### src/rtl/bin2bcd_seq_if.sv
// Start/busy/done handshake and result bus for the sequential
// binary-to-BCD converter.
interface bin2bcd_seq_if #(
    parameter int BIN_W  = 8,
    parameter int DIGITS = 3
);
    logic                  start;
    logic [BIN_W-1:0]      bin;
    logic                  busy;
    logic                  done;
    logic [4*DIGITS-1:0]   bcd;
    logic                  ovf;
    logic [DIGITS-1:0]     nz_mask;

    modport master (
        output start,
        output bin,
        input  busy,
        input  done,
        input  bcd,
        input  ovf,
        input  nz_mask
    );

    modport slave (
        input  start,
        input  bin,
        output busy,
        output done,
        output bcd,
        output ovf,
        output nz_mask
    );
endinterface

### src/rtl/bin2bcd_seq.sv
// Sequential double-dabble binary-to-BCD converter, one input bit per
// clock, with overflow flag and leading-zero mask for display blanking.
module bin2bcd_seq #(
    parameter int BIN_W  = 8,
    parameter int DIGITS = 3
) (
    input  logic         clk,
    input  logic         rst,
    bin2bcd_seq_if.slave io
);

    localparam int CW = $clog2(BIN_W + 1);
    localparam int SW = 4 * DIGITS;

    typedef enum logic [1:0] {
        IDLE,
        CONV,
        FIN
    } state_t;

    state_t state;
    state_t state_n;

    logic [SW-1:0]     scr;
    logic [SW-1:0]     scr_n;
    logic [SW-1:0]     adj;
    logic [BIN_W-1:0]  sr;
    logic [BIN_W-1:0]  sr_n;
    logic [CW-1:0]     cnt;
    logic [CW-1:0]     cnt_n;
    logic              ovf_int;
    logic              ovf_int_n;

    logic              busy_q;
    logic              busy_n;
    logic              done_q;
    logic              done_n;
    logic [SW-1:0]     bcd_q;
    logic [SW-1:0]     bcd_n;
    logic              ovf_q;
    logic              ovf_n;
    logic [DIGITS-1:0] mask_q;
    logic [DIGITS-1:0] mask_n;
    logic [DIGITS-1:0] mask_fin;

    assign io.busy    = busy_q;
    assign io.done    = done_q;
    assign io.bcd     = bcd_q;
    assign io.ovf     = ovf_q;
    assign io.nz_mask = mask_q;

    always_ff @(posedge clk) begin
        if (rst) begin
            state <= IDLE;
        end else begin
            state <= state_n;
        end
    end

    always_ff @(posedge clk) begin
        if (rst) begin
            scr     <= '0;
            sr      <= '0;
            cnt     <= '0;
            ovf_int <= 1'b0;
            busy_q  <= 1'b0;
            done_q  <= 1'b0;
            bcd_q   <= '0;
            ovf_q   <= 1'b0;
            mask_q  <= DIGITS'(1);
        end else begin
            scr     <= scr_n;
            sr      <= sr_n;
            cnt     <= cnt_n;
            ovf_int <= ovf_int_n;
            busy_q  <= busy_n;
            done_q  <= done_n;
            bcd_q   <= bcd_n;
            ovf_q   <= ovf_n;
            mask_q  <= mask_n;
        end
    end

    // Add-3 per digit; digits are independent, no carry between them.
    always_comb begin
        adj = scr;
        for (int k = 0; k < DIGITS; k++) begin
            if (scr[4*k +: 4] >= 4'd5) begin
                adj[4*k +: 4] = scr[4*k +: 4] + 4'd3;
            end
        end
    end

    // Mask bit k set when digit k or any higher digit is nonzero.
    always_comb begin
        mask_fin = '0;
        mask_fin[DIGITS-1] = |scr[SW-1 -: 4];
        for (int k = DIGITS - 2; k >= 0; k--) begin
            mask_fin[k] = mask_fin[k+1] | (|scr[4*k +: 4]);
        end
        mask_fin[0] = 1'b1;
    end

    always_comb begin
        state_n   = state;
        scr_n     = scr;
        sr_n      = sr;
        cnt_n     = cnt;
        ovf_int_n = ovf_int;
        busy_n    = busy_q;
        done_n    = 1'b0;
        bcd_n     = bcd_q;
        ovf_n     = ovf_q;
        mask_n    = mask_q;
        unique case (state)
            IDLE: begin
                if (io.start) begin
                    state_n   = CONV;
                    sr_n      = io.bin;
                    scr_n     = '0;
                    cnt_n     = CW'(BIN_W);
                    ovf_int_n = 1'b0;
                    busy_n    = 1'b1;
                end
            end
            CONV: begin
                // Bit leaving the top digit means value >= 10^DIGITS.
                ovf_int_n = ovf_int | adj[SW-1];
                scr_n     = {adj[SW-2:0], sr[BIN_W-1]};
                sr_n      = sr << 1;
                cnt_n     = cnt - 1'b1;
                if (cnt == CW'(1)) begin
                    state_n = FIN;
                end
            end
            FIN: begin
                bcd_n   = scr;
                ovf_n   = ovf_int;
                mask_n  = mask_fin;
                done_n  = 1'b1;
                busy_n  = 1'b0;
                state_n = IDLE;
            end
            default: begin
                state_n = IDLE;
            end
        endcase
    end

endmodule
### src/flat_wrapper.sv
// flat-port wrapper written by rule: the top's interface ports become plain ports
module bin2bcd_seq_flat 
#(
    parameter int BIN_W  = 8,
    parameter int DIGITS = 3
)
  (clk, rst, io_start, io_bin, io_busy, io_done, io_bcd, io_ovf, io_nz_mask);
  bin2bcd_seq_if #(.BIN_W(BIN_W), .DIGITS(DIGITS)) io_i ();
  input  logic clk;
  input  logic rst;
  input wire logic [$bits(io_i.start)-1:0] io_start;
  input wire logic [$bits(io_i.bin)-1:0] io_bin;
  output wire logic [$bits(io_i.busy)-1:0] io_busy;
  output wire logic [$bits(io_i.done)-1:0] io_done;
  output wire logic [$bits(io_i.bcd)-1:0] io_bcd;
  output wire logic [$bits(io_i.ovf)-1:0] io_ovf;
  output wire logic [$bits(io_i.nz_mask)-1:0] io_nz_mask;
  assign io_i.start = io_start;
  assign io_i.bin = io_bin;
  assign io_busy = io_i.busy;
  assign io_done = io_i.done;
  assign io_bcd = io_i.bcd;
  assign io_ovf = io_i.ovf;
  assign io_nz_mask = io_i.nz_mask;
  bin2bcd_seq #(.BIN_W(BIN_W), .DIGITS(DIGITS)) u_core (.clk(clk), .rst(rst), .io(io_i));
endmodule
### config.mk
export PLATFORM = sky130hd
export DESIGN_NAME = bin2bcd_seq_flat
export DESIGN_NICKNAME = d
export VERILOG_FILES = /design/src/rtl/bin2bcd_seq_if.sv /design/src/rtl/bin2bcd_seq.sv /design/src/flat_wrapper.sv
export SDC_FILE = /design/constraint.sdc
export NUM_CORES = 1
export LEC_CHECK = 0
export ABC_AREA = 1
export CAP_MARGIN = 15
export CORE_MARGIN = 8
export CORE_UTILIZATION = 40
export DETAILED_ROUTE_END_ITERATION = 12
export GPL_ROUTABILITY_DRIVEN = 0
export GPL_TIMING_DRIVEN = 0
export PLACE_DENSITY = 0.63
export SETUP_SLACK_MARGIN = 0.4
export SLEW_MARGIN = 10
export SYNTH_ARGS = -nofsm -noshare
export SYNTH_HDL_FRONTEND = slang
export SYNTH_SLANG_ARGS = --single-unit
### constraint.sdc
create_clock -name clk -period 3.5 [get_ports clk]
set_input_delay 1.05 -clock clk [delete_from_list [all_inputs] [get_ports clk]]
set_output_delay 1.05 -clock clk [all_outputs]
set_load 0.01 [all_outputs]
# Word-level counts from Yosys, hierarchy flattened
# Cells that the tools add are included.
dict set report classes {
  order_cmp 3
  n_addsub 4
  bitwise_logic 2
  n_eq_ne 5
  muxes 17
  n_reduce_logical 8
}
# cell n
set op_table {}
lappend op_table {{$pmux 12 s2} 1}
lappend op_table {{$mux 4} 4}
lappend op_table {{$pmux 8 s2} 1}
lappend op_table {{$add 4x2->4 const B} 3}
lappend op_table {{$ge 4x3->1 const B} 3}
lappend op_table {{$mux 12} 1}
lappend op_table {{$mux 8} 1}
lappend op_table {{$pmux 4 s2} 1}
lappend op_table {{$reduce_or 4->1} 2}
lappend op_table {{$reduce_and 2->1} 3}
lappend op_table {{$eq 4x1->1 const B} 1}
lappend op_table {{$mux 2} 2}
lappend op_table {{$pmux 1 s2} 2}
lappend op_table {{$pmux 2 s2} 1}
lappend op_table {{$reduce_bool 2->1} 2}
lappend op_table {{$sub 4x1->4 const B} 1}
lappend op_table {{$mux 1} 3}
lappend op_table {{$eq 2x1->1 const B} 1}
lappend op_table {{$eq 2x2->1 const B} 1}
lappend op_table {{$logic_not 2->1} 1}
lappend op_table {{$ne 2x1->1 const B} 1}
lappend op_table {{$ne 2x2->1 const B} 1}
lappend op_table {{$or 1x1->1} 2}
dict set report word_totals {
  ff_bits 44
  inputBits 11
}

# Logic depth before layout (Yosys ltp)
# Gate-level depths: netlist of run 1.
dict set report depth {
  depth_word 4
  depth_mapped 9
}

# Least setup slack after synthesis of run 1
# No wires, ideal clock.
dict set report synth_path {
  path_type {input -> register}
  startpoint {in io_start}
  endpoint {reg u_core.scr[3]}
  required_ns 3.429
  path_stages 6
  arrival_time_ns 1.640
  setup_time_ns 0.071
  path_buffers 1
  slack_ns 1.790
  cell_sequence {nand2_1 > nand2_2 > inv_4 > buf_4 > nand2_1 > a21oi_1}
}
dict set report synth_via {
  elab_chain_len 2
}
# element line_no
set synth_lines {}
lappend synth_lines {{from (decl)} flat_wrapper.sv:11} ;# input wire logic [$bits(io_i.start)-1:0] io_start;
lappend synth_lines {{$ne 2x2->1 (no line)} n/a}
lappend synth_lines {{$reduce_and 2->1 (no line)} n/a}
lappend synth_lines {{to (signal assigned)} bin2bcd_seq.sv:72} ;# scr <= scr_n;
lappend synth_lines {{to (decl)} bin2bcd_seq.sv:24} ;# logic [SW-1:0] scr;
# No other way between the ends.
# A chain may end at the register's enable or synchronous reset.

# Final worst setup path of run 1
dict set report layout_path {
  startpoint {reg u_core.bcd_q[0] (netlist: u_core.io.bcd[0])}
  endpoint {out io_bcd[0]}
}
# element line_no
set layout_lines {}
lappend layout_lines {{from (decl)} bin2bcd_seq.sv:38} ;# logic [SW-1:0] bcd_q;
lappend layout_lines {{from (signal assigned)} bin2bcd_seq.sv:78} ;# bcd_q <= bcd_n;
lappend layout_lines {{to (decl)} flat_wrapper.sv:15} ;# output wire logic [$bits(io_i.bcd)-1:0] io_bcd;
# No word-level cell between the ends.

==> results of run 1 <==
[state kept, by name, indices dropped and copies added, names as in the netlist]
register	cells
u_core.io.bcd	12
u_core.scr	12
u_core.sr	8
u_core.cnt	4
u_core.io.nz_mask	2
u_core.state	2
u_core.io.busy	1
u_core.io.done	1
u_core.io.ovf	1
u_core.ovf_int	1
[cell families (layout without fill, tap and decap cells)]
group,Yosys count,after routing,synth area share (%)
compound gates,55,55,14.69
fa+ha+maj,10,10,6.386
other cells,1,1,0.1914
flops,44,44,44.96
xor+xnor,1,1,0.4471
buf+inv,34,69,7.279
simple gates,119,119,26.05
[power breakdown]
group	total [mW]	internal [mW]	switching (mW)
Clock	0.332	0.158	0.174
Sequential	0.528	0.518	0.0109
Combinational	0.100	0.0408	0.0597
[layout make-up]
type / instances / area [µm²] / share of cell area, %
timing repair buffer: 27 / 270.3 / 11.23
clock buffer: 6 / 82.58 / 3.432
multi-input combinational: 186 / 935.9 / 38.90
tap: 67 / 83.83 / 3.484
buffer: 10 / 50.05 / 2.080
clock inverter: 2 / 10.01 / 0.4160
sequential: 44 / 880.8 / 36.61
inverter: 24 / 92.59 / 3.848
[placed cells by master, fill, tap and decap left out, types with 4 or more instances in the layout]
master and instances:
nor2_1 24, a21oi_1 24, a31oi_1 8, nand2_1 59, clkbuf_1 4, inv_1 22
dfxtp_1 44, clkbuf_8 6, o21ai_0 20, clkdlybuf4s50_1 27, nand3_1 19, buf_2 4
nand4_1 8, ha_1 10
[metrics by stage]
step / utilization (%) / power (mW) / cell area [µm²] / setup slack (ns)
after global routing: 50.94 / 1.011 / 2406 / 1.159
final: 50.94 / 0.9605 / 2406 / 1.254
after detailed placement: 48.98 / 0.6419 / 2313 / 0.9980
after CTS: 50.94 / 0.9730 / 2406 / 1.242
after floorplan: - / 0.6007 / 1959 / 1.790
after global placement: 48.98 / 0.6402 / 2313 / 1.003
[routing by layer]
metal  vias to the layer above  global-route usage (%)  share of wire (%)
met5                         -                       0                  0
li1                        936                       -                  -
met4                         0                   2.866               0.50
met3                         4                   4.011                5.5
met2                        44                   19.59                 43
met1                       787                   17.84                 51
[how the worst max path moves through the flow]
stage	startpoint	end	slack, ns	depth (start not counted)
final	u_core.io.bcd[0]$_SDFFE_PP0P_	io_bcd[0]	1.25	1
after global routing	rst	u_core.io.bcd[1]$_SDFFE_PP0P_	1.16	5
after CTS	u_core.io.bcd[0]$_SDFFE_PP0P_	io_bcd[0]	1.24	1
after detailed placement	rst	u_core.io.bcd[1]$_SDFFE_PP0P_	1.0	5
after global placement	rst	u_core.io.bcd[11]$_SDFFE_PP0P_	1.00	5
after floorplan	io_start	u_core.scr[3]$_SDFFE_PP0P_	1.79	6
==> impl_metrics.yaml, run 1 <==
worst_setup_path:
  critPathSlowestCell: "clkdlybuf4s50_1"
  path_cells: "clkdlybuf4s50_1"
  critPathBufInv: 1
  setup.reg_to_reg.worst_slack_ns: 2.08
  worstSetupStartpointType: "flop"
  r2r_cells: 9
  rr_startpoint: "u_core.scr[0]$_SDFFE_PP0P_"
  critPathKind: "reg -> out"
  critical-path-top-delay-family: "buffers and inverters"
  r2r-end: "u_core.scr[4]$_SDFFE_PP0P_"
  worstPathRequired_ns: 2.45
  crit_fanout: 2
  end_kind: "primary output"
  arrival_ns: 1.20
  slowest_delay_ns: 0.55
global_routing:
  grt_pass1_wl_mm: 7.790
  antenna_found_initial: 0
  grt-ovfl-total: 0
  grt_use_total_pct: 13.11
  grt_pass1_vias: 1674
  grt_max_degree: 14
routing:
  firstDrtPassIters: 4
  vias: 1771
  avgRoutedWirePerCell_um: 12.59
  routed_wl_mm: 4.609
  ant_nets: 0
  drcViolationCount: 0
  via_per_inst: 4.839
  drt_iter0_markers: 83
logic_synthesis:
  synth-main-ff-cell: "dfxtp_1"
  syn_area_um2: 1959
  yosys_warnings: 0
  synth_top_cell_area_share_pct: 44.96
  synth_top_cell_by_area: "dfxtp_1"
  avgSynthCellArea_um2: 7.422
  synth-seq-area-share_pct: 44.96
  synth_edf_count: 0
  synth_area_leaders: "dfxtp_1 45%, nand2_1 11%, ha_1 6.4%, a21oi_1 6.1%, o21ai_0 5.1%"
  yosysMostFrequentCell: "nand2_1"
  synth-async-reset-ratio_pct: 0
  syn-num-nets: 285
  synthDistinctLibCells: 24
  synthTopCellsByCount: "59 x nand2_1, 44 x dfxtp_1, 24 x a21oi_1, 24 x nor2_1, 22 x inv_1"
  ys_ff_latch: 44
  synth_cells: 264
die:
  fp.dieW_um: 85.99
  die-area_um2: 7394
  rows: 25
  start_util_pct: 41.48
  ios: 29
  core_area_um2: 4723
  die_y_um: 85.99
clock_network:
  cts.path.max_buffers: 2
  clk_latency_ns: 0.29
  root_buffer: "clkbuf_8"
  cts_buffers: 5
  cts_hold_buf: 0
  tritoncts: "built"
  clock_sinks: 44
  htree_levels: 2
  post-cts-setup-buffers: 0
  ctsResizeCount: 0
  clkTransAtPathRegs_ns: 0.08
power:
  cellPowerDensity_nw_per_um2: 399.2
  leakage_nw: 0.9854
  peakVddDrop_mv: 0.2114
run_status:
  outcome: "finished clean"
timing:
  min_period_ns: 2.246
  period_share_pct: 64.17
  rsz0062_at_grt: "false"
  hold_viol: 0
  finClkSkew_ns: 0.002826
  final_max_slew_viol_count: 0
  maxSlewHeadroom_pct: 66.63
  setup_viol: 0
  fin_setup_tns_ns: 0
  whs_ns: 0.4662
  tightest_slew_ns: 0.5006
  clock.fmax_mhz: 445.2
placed_design:
  portBuffers: 27
  dp_hpwl_mm: 3.355
  dp_cells: 358
finish:
  area_growth_pct: 22.80
  nets: 319
  drive_gt1_share_pct: 7.358
  instances_no_fill: 366
  diodes: 0
  fill_cells: 488
flow_run:
  drv_cap: 0
min_path:
  holdPathStages: 2
  min_path_type: "reg -> reg"
  hold_path_end: "u_core.io.busy$_SDFFE_PP0P_"
  min_from: "u_core.io.busy$_SDFFE_PP0P_"
Power figures use the tool's default switching activity.
==> run 2, diff against run 1 <==
- PLACE_DENSITY: 0.63 -> 0.65
- clock period: 3.5 -> 1.8 ns (I/O delays scaled with it)
==> impl_metrics.yaml, run 2 (synthesis gave the netlist of run 1 again) <==
run_status:
  outcome: "finished clean"
die:
  core_area_um2: 4723
  die_y_um: 85.99
  fp.dieW_um: 85.99
  start_util_pct: 41.48
  ios: 29
  rows: 25
  die-area_um2: 7394
clock_network:
  cts_hold_buf: 0
  cts.path.max_buffers: 2
  tritoncts: "built"
  htree_levels: 2
  root_buffer: "clkbuf_8"
  clock_sinks: 44
  cts_buffers: 5
  clkTransAtPathRegs_ns: 0.08
  clk_latency_ns: 0.30
worst_setup_path:
  slowest_delay_ns: 0.33
  worstPathRequired_ns: 1.26
  setup.reg_to_reg.worst_slack_ns: 0.49
  crit_fanout: 2
  end_kind: "primary output"
  critical-path-top-delay-family: "flip-flops"
  critPathBufInv: 1
  arrival_ns: 0.84
  path_cells: "clkdlybuf4s15_2"
  critPathKind: "reg -> out"
  worstSetupStartpointType: "flop"
  critPathSlowestCell: "dfxtp_2"
finish:
  instances_no_fill: 374
  final_common_cell: "nand2_1"
  drive_gt1_share_pct: 22.48
  layout_common_cells: "58 x nand2_1, 31 x dfxtp_1, 24 x a21oi_1"
  diodes: 0
  area_growth_pct: 28.61
  nets: 327
  final_core_util_pct: 53.35
timing:
  clock.fmax_mhz: 726.7
  rsz0062_at_grt: "true"
  setup_viol: 0
  hold_viol: 0
  final_max_slew_viol_count: 0
  finalWorstSetupSlack_ns: 0.4239
  finClkSkew_ns: 0.006743
  period_share_pct: 76.45
  min_period_ns: 1.376
placed_design:
  pre_cts_ws_ns: -0.2053
  dp_cells: 358
  portBuffers: 27
  dp_hpwl_mm: 3.331
routing:
  avgRoutedWirePerCell_um: 13.09
  top_layer: "met4"
  vias: 1839
  wl_met3_um: 252
  routed_wl_mm: 4.894
  firstDrtPassIters: 4
  ant_nets: 0
  dr_wl_met2_mm: 2.155
  wl_met1_mm: 2.436
  drt_iter0_markers: 112
  via_per_inst: 4.917
  drcViolationCount: 0
power:
  p_total_mw: 2.095
  leakage_nw: 1.132
  peakVddDrop_mv: 0.6694
  cellPowerDensity_nw_per_um2: 831.2
global_routing:
  grt_use_total_pct: 13.09
  grt_pass1_wl_mm: 7.659
  antenna_found_initial: 0
  grt_max_degree: 14
  grt-ovfl-total: 0
  grt_pass1_vias: 1594
min_path:
  min_path_type: "reg -> reg"
flow_run:
  drv_cap: 0
==> run 2: metal layers <==
metal	global-route usage (%)	vias up
li1	-	953
met1	17.72	830
met2	19.73	50
met3	3.056	6
met4	4.299	0
met5	0	-
==> run 2: path summary, 6_finish.rpt <==
kind | endpoint | depth (start not counted) | from
worst max-delay path | io_busy | 1 | u_core.io.busy$_SDFFE_PP0P_
worst min-delay path | u_core.sr[0]$_SDFFE_PP0P_ | 2 | u_core.sr[0]$_SDFFE_PP0P_
worst max register to register | u_core.scr[4]$_SDFFE_PP0P_ | 9 | u_core.scr[0]$_SDFFE_PP0P_
worst min register to register | u_core.sr[0]$_SDFFE_PP0P_ | 2 | u_core.sr[0]$_SDFFE_PP0P_
==> run 2: report_power, final <==
part,switching (mW),internal (mW)
Combinational,0.132,0.112
Clock,0.333,0.490
Sequential,0.0214,1.01
==> run 2: repair_timing <==
item	CTS	global route
cloned	0	1
buffers inserted	6	1
gates resized for setup	68	29
pin swaps	1	4
endpoints found under the setup margin	59	52
==> run 2: through the flow <==
step,hold slack (ns),TNS (ns),cell area (µm²)
after floorplan,0.4392,0,1959
after global placement,0.4490,-3.165,2313
after detailed placement,0.4578,-3.008,2313
after CTS,0.4651,0,2541
after global routing,0.4950,0,2520
final,0.4709,0,2520
==> run 2: cell type report <==
class / instances / area (µm²)
Fill cell: 465 / 2203
Multi-Input combinational cell: 186 / 955.9
Sequential cell: 44 / 897.1
Timing Repair Buffer: 35 / 291.5
Clock buffer: 7 / 96.34
Inverter: 24 / 92.59
Tap cell: 67 / 83.83
Buffer: 10 / 72.57
Clock inverter: 1 / 30.03
